File: src/rtl/pipe_stage_buf_pkg.sv
// Shared types and defaults for the elastic pipeline-stage buffers.
// Stage payload structs live here so each boundary can size DATA_W with $bits().
package pipe_stage_buf_pkg;

    localparam int DEFAULT_DATA_W = 128;
    localparam int DEFAULT_DEPTH  = 2;
    localparam int DEFAULT_CNT_W  = 32;

    typedef struct packed {
        logic [31:0] pc;
        logic [31:0] instr;
        logic [31:0] pred_pc;
        logic [31:0] ctrl;
    } fetch_decode_t;

    localparam fetch_decode_t FD_BUBBLE = '0;

    // A single-entry buffer still needs a legal one-bit pointer type.
    function automatic int ptr_width(input int depth);
        return (depth > 1) ? $clog2(depth) : 1;
    endfunction

endpackage

File: src/rtl/pipe_stage_buf_sat_counter.sv
// Saturating up-counter used for the stall-cycle performance counter.
module sat_counter
    import pipe_stage_buf_pkg::*;
#(
    parameter int CNT_W = DEFAULT_CNT_W
) (
    input  logic             clk,
    input  logic             rst,
    input  logic             inc,
    input  logic             clear,
    output logic [CNT_W-1:0] value
);

    always_ff @(posedge clk or posedge rst) begin
        if (rst) begin
            value <= '0;
        end else if (clear) begin
            value <= '0;
        end else if (inc && (value != '1)) begin
            value <= value + 1'b1;
        end
    end

endmodule

File: src/rtl/pipe_stage_buf.sv
// Elastic valid/ready buffer between two pipeline stages, with flush,
// a sticky halt lock-out and a saturating stall-cycle counter.
module pipe_stage_buf
    import pipe_stage_buf_pkg::*;
#(
    parameter int                DATA_W = DEFAULT_DATA_W,
    parameter int                DEPTH  = DEFAULT_DEPTH,
    parameter logic [DATA_W-1:0] BUBBLE = '0,
    parameter int                CNT_W  = DEFAULT_CNT_W
) (
    input  logic                     clk,
    input  logic                     rst,
    input  logic                     flush,
    input  logic                     in_valid,
    output logic                     in_ready,
    input  logic [DATA_W-1:0]        in_data,
    input  logic                     in_halt,
    output logic                     out_valid,
    input  logic                     out_ready,
    output logic [DATA_W-1:0]        out_data,
    output logic                     out_halt,
    output logic [$clog2(DEPTH):0]   count,
    output logic [CNT_W-1:0]         stall_cnt
);

    localparam int             CW   = $clog2(DEPTH) + 1;
    localparam int             PW   = ptr_width(DEPTH);
    localparam logic [CW-1:0]  FULL = CW'(DEPTH);

    logic [DATA_W:0] mem [DEPTH];
    logic [PW-1:0]   wr_ptr;
    logic [PW-1:0]   rd_ptr;
    logic            halt_lock;
    logic            push;
    logic            pop;
    logic [DATA_W:0] head;

    function automatic logic [PW-1:0] advance(input logic [PW-1:0] ptr);
        return (DEPTH == 1) ? '0 : ptr + 1'b1;
    endfunction

    // in_ready depends on registered state only, so a full buffer cannot
    // accept in the same cycle it is popped.
    assign in_ready  = (count < FULL) && !halt_lock;
    assign out_valid = (count != '0);
    assign push      = in_valid && in_ready && !flush;
    assign pop       = out_valid && out_ready && !flush;
    assign head      = mem[rd_ptr];
    assign out_data  = out_valid ? head[DATA_W-1:0] : BUBBLE;
    assign out_halt  = out_valid && head[DATA_W];

    always_ff @(posedge clk or posedge rst) begin
        if (rst) begin
            count     <= '0;
            wr_ptr    <= '0;
            rd_ptr    <= '0;
            halt_lock <= 1'b0;
        end else if (flush) begin
            count     <= '0;
            wr_ptr    <= '0;
            rd_ptr    <= '0;
            halt_lock <= 1'b0;
        end else begin
            if (push) begin
                wr_ptr <= advance(wr_ptr);
            end
            if (pop) begin
                rd_ptr <= advance(rd_ptr);
            end
            if (push && !pop) begin
                count <= count + 1'b1;
            end else if (pop && !push) begin
                count <= count - 1'b1;
            end
            if (push && in_halt) begin
                halt_lock <= 1'b1;
            end
        end
    end

    // Payload storage is deliberately not reset; count gates every read.
    always_ff @(posedge clk) begin
        if (push) begin
            mem[wr_ptr] <= {in_halt, in_data};
        end
    end

    sat_counter #(
        .CNT_W (CNT_W)
    ) u_stall_cnt (
        .clk   (clk),
        .rst   (rst),
        .inc   (out_valid && !out_ready && !flush),
        .clear (1'b0),
        .value (stall_cnt)
    );

    assert property (@(posedge clk) disable iff (rst) count <= FULL);
    assert property (@(posedge clk) disable iff (rst) !(push && (count == FULL)));
    assert property (@(posedge clk) disable iff (rst) !(pop && (count == '0)));

endmodule

File: config.mk
export PLATFORM = sky130hd
export DESIGN_NAME = pipe_stage_buf
export DESIGN_NICKNAME = d
export VERILOG_FILES = /design/src/rtl/pipe_stage_buf_pkg.sv /design/src/rtl/pipe_stage_buf_sat_counter.sv /design/src/rtl/pipe_stage_buf.sv
export SDC_FILE = /design/constraint.sdc
export NUM_CORES = 1
export LEC_CHECK = 0
export CAP_MARGIN = 20
export CORE_MARGIN = 8
export CORE_UTILIZATION = 40
export CTS_BUF_LIST = sky130_fd_sc_hd__clkbuf_16
export DETAILED_ROUTE_END_ITERATION = 8
export GPL_ROUTABILITY_DRIVEN = 0
export PLACE_DENSITY = 0.7
export SYNTH_ARGS = -nofsm -noshare
export SYNTH_HDL_FRONTEND = slang
export SYNTH_SLANG_ARGS = --single-unit
File: constraint.sdc
create_clock -name clk -period 10.44 [get_ports clk]
set_input_delay 1.566 -clock clk [delete_from_list [all_inputs] [get_ports clk]]
set_output_delay 1.566 -clock clk [all_outputs]
set_load 0.02 [all_outputs]
==> metrics.cfg <==
[run_status]
status = complete, no violations

[synth]
synth-xor-area-share = 0.0221
synth_compound_area_frac = 0.00795
ys.flop_type = edfxtp_1
synth.distinct_cells = 33
synthMuxAreaShare = 0.114
ys_warn_count = 0
ys_ff_latch = 295
synthCells = 723
synth_top_family_by_area = multiplexers
synth_edf_count = 258
ys_async_sr_fraction = 0.125
synthSimpleGateAreaFrac = 0.0875
synth.avg_cell_area_um2 = 15.9
netlist_area_mm2 = 0.0115
synth-seq-area-share = 0.755
syn-num-nets = 858
synth_fa_ha_area_frac = 0.00109

[clocking]
clock_path_buffers = 3
cts_tree = done
cts_made_buffers = 31
cts.sinks = 295
cts_hold_buf = 0
cts_root_buf = clkbuf_16
clk_latency_ns = 0.55
clk_pin_slew_ns = 0.06
htree_levels = 1
post-cts-setup-buffers = 0
ctsResizeCount = 0

[global_route]
grt_first_pass_wirelength_um = 40900
track_usage = 0.152
grt_max_degree = 94
antenna_found_initial = 3
gr-total-overflow = 0
grt_pass1_vias = 7366

[power]
swShare = 0.237
power_density_mw_per_mm2 = 174
leakagePower_nw = 5.41
vdd_drop_max_mv = 0.122
intPower_mw = 2.11
switchingPower_mw = 0.653
p_seq_frac = 0.496
clock_power_share = 0.361
p_comb_frac = 0.143

[timing]
tightest_slew_ns = 0.980
setup_violations = 0
final_hold_viol_count = 0
setup_tns_ns = 0
min_period_ns = 5.07
worst_slack_ns = 5.37
clock_skew_ns = 0.00926
finalMaxSlewViolations = 0
post-route-period-util = 0.485
rsz0062_at_grt = false
relSlewSlack = 0.347
maxClockFrequency_ghz = 0.197

[cells_and_area]
drive_gt1_frac = 0.0531
final_core_util = 0.558
fin_nets = 1168
areaGrowthSynthToFinish_pct = 38.1

[routing]
drt_iter0_drc = 417
vias = 6958
routed_wl_um = 27100
drc = 0
drtAntennaViolNets = 0
via_per_inst = 4.83
wl_per_cell_um = 18.8
detail_route.first_pass.iterations = 4

[place]
dp_hpwl_um = 18500
dpl_worst_slack_ns = 5.88
io_buffers = 298

[floorplan]
die_x_um = 186
io_pins = 299
initial_core_util = 0.404
fp.dieArea_mm2 = 0.0344
die_h_um = 186
core_region_area_mm2 = 0.0285
fp-row-count = 62

[setup_path]
required_ns = 8.87
crit_type = register to primary output
crit_path_end_kind = primary output
crit_fanout = 93
critPathLaunchType = register
arrival_ns = 3.50

[worst_hold_path]
hold_class = register to register

[job]
cap_violations = 0

worst paths after layout:
path / to / slack [ns] / from / cells past startpoint
min reg2reg: u_stall_cnt.value[29] / 0.49 / u_stall_cnt.value[29] / 1
min: u_stall_cnt.value[29] / 0.49 / u_stall_cnt.value[29] / 1
max in group asynchronous: rd_ptr / 8.63 / rst / 3
max: out_data[67] / 5.37 / count[1] / 4
min in group asynchronous: u_stall_cnt.value[14] / 1.44 / rst / 3
max reg2reg: mem[0][43] / 7.56 / count[1] / 4
layer usage:
metal | track usage | up-vias | routed length, um
li1 | - | 3311 | -
met1 | 0.180 | 3337 | 10500
met2 | 0.251 | 263 | 12900
met3 | 0.0603 | 43 | 2870
met4 | 0.0515 | 4 | 738
met5 | 0 | - | 27
per-stage QoR:
step | hold slack (ns) | area, um^2 | power [mW] | cells
after global placement | 0.481 | 14900 | 1.79 | 1383
final | 0.492 | 15900 | 2.76 | 1441
after floorplan | 0.486 | 11500 | 1.59 | 723
after CTS | 0.496 | 15900 | 2.80 | 1438
after global routing | 0.522 | 15900 | 2.87 | 1439
after detailed placement | 0.488 | 14900 | 1.79 | 1384
power by group through the flow:
stage                     registers (mW)  logic [mW]  clock network (mW)
after floorplan                     1.40       0.188                   0
after global placement              1.39       0.398                   0
after detailed placement            1.39       0.401                   0
after CTS                           1.37       0.403                1.03
after global routing                1.37       0.424                1.07
final                               1.37       0.395               0.997
kinds of logic after synthesis:
logic type	count (synthesis)
XOR/XNOR	29
AO/OA/AOI/OAI	12
multiplexers	131
buffers and inverters	34
AND/OR/NAND/NOR	221
flip-flops	295
adder cells (fa/ha/maj)	1
layout make-up:
class                   instances  area [um^2]
multi-input cells             394         2710
flip-flops and latches        295         8680
fillers                      2279        12600
inverters                       3         11.3
clock buffers                  31          776
repair buffers                308         3070
well taps                     384          480
diodes                          3         7.51
clock inverters                23          148
cell usage in the layout (no fill, tap or decap), types with 3 or more instances in the layout:
master,n
buf_4,9
and3_1,4
and2_1,3
xnor2_1,16
nand2_1,16
nand3_1,13
clkdlybuf4s50_1,298
edfxtp_1,258
nor2_1,147
and4_1,4
nor3b_1,3
nor3_1,5
clkbuf_16,31
dfrtp_1,36
xor2_1,13
mux2i_1,129
a21oi_1,5
diode_2,3
inv_1,13
clkinv_2,3
nand4_1,14
clkinv_1,7
worst max-delay path: stages (launching register included):
cell and delay, ns:
dfrtp_1 0.46, nor2_4 0.76, buf_4 0.83, nor2_1 0.15, clkdlybuf4s50_1 0.60
sequential cells by signal, summed over array words and instances, names as in the netlist:
| signal | cells |
|---|---|
| u_stall_cnt.value | 32 |
| halt_lock | 1 |
| mem | 258 |
| rd_ptr | 1 |
| wr_ptr | 1 |
| count | 2 |
cell usage after synthesis (2+ instances only):
cell	count	area share
xor2_1	13	0.0099
xnor2_1	16	0.012
nor3_1	6	0.0026
and3_1	4	0.0022
edfxtp_1	258	0.67
nor4_4	2	0.0037
nand4_1	14	0.0076
buf_1	14	0.0046
and4_1	4	0.0030
clkbuf_1	15	0.0049
or4_1	2	0.0013
buf_6	2	0.0020
mux2_1	2	0.0020
nand2_1	16	0.0052
nand2b_1	2	0.0011
dfrtp_1	37	0.081
o21ai_0	2	0.00087
nor3b_1	4	0.0026
a21oi_1	5	0.0022
mux2i_1	129	0.11
and2_1	3	0.0016
nor2_1	148	0.048
inv_1	3	0.00098
nand3_1	13	0.0057
No activity file was read; power rests on OpenSTA's default activity.
==> variant 1 (same settings) <==
Set the package constant `DEFAULT_CNT_W` to 16 (it was 32).
--- a/src/rtl/pipe_stage_buf_pkg.sv
+++ b/src/rtl/pipe_stage_buf_pkg.sv
@@ -4,7 +4,7 @@
 
     localparam int DEFAULT_DATA_W = 128;
     localparam int DEFAULT_DEPTH  = 2;
-    localparam int DEFAULT_CNT_W  = 32;
+    localparam int DEFAULT_CNT_W  = 16;
 
     typedef struct packed {
         logic [31:0] pc;
Ports: changed (resized stall_cnt); port bits go from 299 to 283. No check against the original RTL was run, so the function may have changed too.
==> variant 1 against the original RTL <==
  * Wire length is 8.4% lower
  * First-iteration DRC count is 34% lower
  * Power is 5.6% lower
  * Final cell count is 9.9% lower
  * Utilization is 0.26 points lower
  * Cell area is 6.8% lower
  * Global-route usage is 0.50 points lower
  * Setup slack worse by 480 ps
  * Die area is 6.0% lower
  * Sequential cell count is 16 lower
  * Synthesized area is 6.5% lower
  * Maximum frequency is 8.6% lower
  * Sequential share of layout area is 1.3 points higher
  * Largest cell class unchanged
==> variant 1: results (changes against the original RTL) <==
Seq Cell Count 279 (was 295); status completed (unchanged); GRT Resource Usage Total 14.7% (was 15.2%); initial antenna violation count 4 (was 3); Vias 6295 (was 6958); slowest CP cell buf_4 (unchanged); CTS H-tree depth 1 (unchanged); placed cell count 1247 (was 1384); post-CTS setup buffer count 0 (unchanged); multi-input logic area 2340 µm² (was 2710 µm²); port bufs 282 (was 298); DP Wirelength 16500 µm (was 18500 µm); filler cell count 2157 (was 2279); top flop regs mem x258, u_stall_cnt.value x16, count x2 (was mem x258, u_stall_cnt.value x32, count x2); EDFF count, synth 258 (unchanged); Num CTS Buffers 28 (was 31); LEAKAGE 4.97 nW (was 5.41 nW); internal power 0.00198 W (was 0.00211 W); Arr. time, crit path 3980 ps (was 3500 ps); wire per inst 19.1 µm (was 18.8 µm); Worst-Skew Late Latency 530 ps (was 550 ps); Layout area overhead 37.7% (was 38.1%); clock power share 35.1% (was 36.1%); Distinct cells, synth 35 (was 33); invs w/o clock 4 (was 3); synthesized net count 783 (was 858); # clk buffers 29 (was 31); DR iter-0 viols 274 (was 417); clk tree area frac 5.68% (was 5.82%); number of global-route vias before repair 6767 (was 7366); FF/Latch Area 8280 µm² (was 8680 µm²); Async SR Flop Fraction 7.53% (was 12.5%); Post-synth top cells edfxtp_1, nor2_1, mux2i_1, dfrtp_1, clkbuf_1 (was edfxtp_1, nor2_1, mux2i_1, dfrtp_1); post-synthesis sequential area ratio 77.0% (was 75.5%); hold violation count in the final report 0 (unchanged); clock-pin slew on the worst setup and hold paths 60 ps (about the same); Max Fanout on Critical Path 55 (was 93); Synth area leaders edfxtp_1, mux2i_1, dfrtp_1 (unchanged); Worst Skew 13.3 ps (was 9.26 ps); share of cells above drive strength 1 5.55% (was 5.31%); Layout Nets 1071 (was 1168); peak supply drop 0.123 mV (was 0.122 mV); combinational power 0.000389 W (was 0.000395 W); worst hold path type flip-flop to flip-flop (unchanged); fin cells 1298 (was 1441); clk buf depth 3 (unchanged); NonClk Buf Share 19.5% (was 19.3%); Crit path largest cell delay 880 ps (was 830 ps); largest net degree at the start of global routing 130 (was 94); clock root buffer clkbuf_16 (unchanged); mean post-synth cell area 16.6 µm² (was 15.9 µm²); number of signal-net buffers in the layout 289 (was 308); post_cts resized 0 (unchanged); worst rel slew slack 26.0% (was 34.7%); drt first pass iters 4 (unchanged); yosys warns 0 (unchanged); comb_multi_in 334 (was 394); number of antenna diodes 2 (was 3); global-route wire length before repair 38300 µm (was 40900 µm)
==> variant 1: cell types whose count changed in the layout (fill, tap and decap cells not counted), sizes merged, moves of 7 or more <==
cell           change
clkdlybuf4s50     -16
dfrtp             -16
nand2              -8
nand3              -7
nand4             -10
nor2              -13
xnor2             -12
==> variant 1: through the flow <==
stage	setup WS [ps]	hold slack, ps	power (W)	instance area, µm²
floorplan	3120	486	0.00152	10800
global placement	5390	495	0.00172	13900
detailed placement	5390	493	0.00172	13900
CTS	4800	502	0.00264	14800
global route	4660	524	0.00270	14800
finish	4900	500	0.00261	14800
==> variant 1: layer usage <==
layer  up-vias  global-route usage, %  wire length (µm)
li1       2978                      -                 -
met1      3084                   16.7              9690
met2       191                   25.5             12500
met3        38                   5.85              2180
met5         -                      0                27
met4         4                   3.97               395
==> variant 1: final timing paths <==
| kind | startpoint | end | slack [ps] | cells after the start |
|---|---|---|---|---|
| max in group asynchronous | rst | rd_ptr | 8380 | 2 |
| worst max-delay path | rd_ptr | out_data[19] | 4900 | 5 |
| worst min-delay path | u_stall_cnt.value[15] | u_stall_cnt.value[15] | 500 | 1 |
| min in group asynchronous | rst | u_stall_cnt.value[0] | 1480 | 2 |
| worst max register to register | count[1] | mem[0][123] | 7280 | 5 |
| worst min register to register | u_stall_cnt.value[15] | u_stall_cnt.value[15] | 500 | 1 |
==> variant 1: cells by family (layout without fill, tap and decap cells) <==
family | after synthesis | after routing | share of synthesized area [%]
simple gates | 179 | 179 | 7.43
buf+inv | 35 | 342 | 1.50
fa+ha+maj | 1 | 1 | 0.116
other cells | 0 | 2 | 0
mux | 130 | 130 | 12.2
flops | 279 | 279 | 77.0
compound gates | 8 | 8 | 0.466
xor+xnor | 16 | 16 | 1.30
==> variant 2 (same settings) <==
Made on the original files. Make the reset (`rst`) synchronous in 2 clocked blocks.
--- a/src/rtl/pipe_stage_buf_sat_counter.sv
+++ b/src/rtl/pipe_stage_buf_sat_counter.sv
@@ -11,7 +11,7 @@
     output logic [CNT_W-1:0] value
 );
 
-    always_ff @(posedge clk or posedge rst) begin
+    always_ff @(posedge clk) begin
         if (rst) begin
             value <= '0;
         end else if (clear) begin
--- a/src/rtl/pipe_stage_buf.sv
+++ b/src/rtl/pipe_stage_buf.sv
@@ -49,7 +49,7 @@
     assign out_data  = out_valid ? head[DATA_W-1:0] : BUBBLE;
     assign out_halt  = out_valid && head[DATA_W];
 
-    always_ff @(posedge clk or posedge rst) begin
+    always_ff @(posedge clk) begin
         if (rst) begin
             count     <= '0;
             wr_ptr    <= '0;
Behaviour: differs if rst is asserted again (counterexample within 4 cycles, from zero or initial values and one cycle with rst high); with rst held inactive, the same outputs for 4 cycles.
==> variant 2 against the original RTL <==
  * Sequential cell count increased by 1
  * Register-to-register slack worse by 1000 ps
  * Setup slack got worse by 30 ps
  * Via count is 7.6% higher
  * Sequential power shrank 3%
  * Power fell by 2.8%
  * Wire length up 8.1%
  * Cell area up 1.4%
  * Clock power rose by 12%
  * Synthesized area increased by 1.3%
  * Critical path type unchanged
  * Largest cell class unchanged
==> variant 2: results (changes against the original RTL) <==
GRT Resource Usage Total 16.2% (was 15.2%); Layout area overhead 38.2% (was 38.1%); filler cell count 2325 (was 2279); yosys warns 0 (unchanged); status completed (unchanged); peak supply drop 0.135 mV (was 0.122 mV); number of signal-net buffers in the layout 307 (was 308); NonClk Buf Share 18.9% (was 19.3%); Vias 7487 (was 6958); synthesized net count 917 (was 858); global-route wire length before repair 45100 µm (was 40900 µm); Placed Area 15000 µm² (was 14900 µm²); Vias/cell 5.01 (was 4.83); post-synthesis sequential area ratio 73.0% (was 75.5%); WL met3 1980 µm (was 2870 µm); Post-synth top cells edfxtp_1, nor2_1, mux2i_1, dfxtp_1, clkbuf_1 (was edfxtp_1, nor2_1, mux2i_1, dfrtp_1); antenna viol nets, final 0 (unchanged); comb_multi_in 440 (was 394); R2R depth 4 (unchanged); number of global-route vias before repair 7694 (was 7366); share of cells above drive strength 1 6.51% (was 5.31%); DR iter-0 viols 410 (was 417); initial antenna violation count 6 (was 3); invs w/o clock 5 (was 3); Worst Skew 8.38 ps (was 9.26 ps); FF-to-FF Start count[1] (unchanged); cell count after synthesis 781 (was 723); placed cell count 1431 (was 1384); Num Clock Sinks 296 (was 295); DP Wirelength 20100 µm (was 18500 µm); r2r setup slk 6560 ps (was 7560 ps); largest net degree at the start of global routing 93 (was 94); R2R Path End mem[0][116] (was mem[0][43]); met1 WL 11500 µm (was 10500 µm); LEAKAGE 5.06 nW (was 5.41 nW); met3 Resource Use GR 4.25% (was 6.03%); Synth area leaders edfxtp_1, mux2i_1, dfxtp_1 (was edfxtp_1, mux2i_1, dfrtp_1); Worst setup endpoint out_data[53] (was out_data[67]); slew at the pin with the worst max-slew slack 1060 ps (was 980 ps); Distinct cells, synth 44 (was 33); met2 Use GR 29.0% (was 25.1%); Max Fanout on Critical Path 92 (was 93); Layout Nets 1217 (was 1168); CTS H-tree depth 1 (unchanged); wire per inst 19.6 µm (was 18.8 µm)
variant 2: changes by cell type in the layout (fill, tap and decap cells not counted), moves of 6 or more:
cell and delta:
or3_1 +7, nor2b_1 +6, xnor2_1 -13, or4_1 +9, dfrtp_1 -36, o31ai_1 +11
dfxtp_1 +37, a21oi_1 +14
variant 2: worst min-delay path by stage:
stage,start,endpoint,slack [ps],cells past startpoint
floorplan,halt_lock,halt_lock,500,2
CTS,u_stall_cnt.value[31],u_stall_cnt.value[31],500,2
finish,u_stall_cnt.value[31],u_stall_cnt.value[31],510,2
global route,u_stall_cnt.value[27],u_stall_cnt.value[27],520,2
detailed placement,u_stall_cnt.value[31],u_stall_cnt.value[31],490,2
global placement,u_stall_cnt.value[27],u_stall_cnt.value[27],480,2
variant 2: power by group:
| part | switching, W | leakage (nW) | internal (W) | total (W) |
|---|---|---|---|---|
| Sequential | 0.00000874 | 2.67 | 0.00132 | 0.00133 |
| Clock | 0.000433 | 0.528 | 0.000684 | 0.00112 |
| Combinational | 0.000122 | 1.86 | 0.000113 | 0.000234 |
variant 2: cell families after synthesis:
group,share of synthesized area (%)
multiplexers,11.7
AND/OR/NAND/NOR,10.2
XOR/XNOR,0.827
buffers and inverters,1.60
adder cells (fa/ha/maj),0.215
AO/OA/AOI/OAI,2.50
flip-flops,73.0
variant 2: metrics by stage:
step	setup slack, ps	total power, W	hold WS, ps
floorplan	1800	0.00146	496
global placement	4840	0.00159	482
detailed placement	4710	0.00159	488
CTS	5220	0.00272	504
global route	5030	0.00278	523
finish	5340	0.00268	505
variant 2: critical path, stage by stage (launching register included):
cell             delay [ps]
dfxtp_1                 400
nor2_4                  790
buf_4                   890
nor2_1                  180
clkdlybuf4s50_1         600
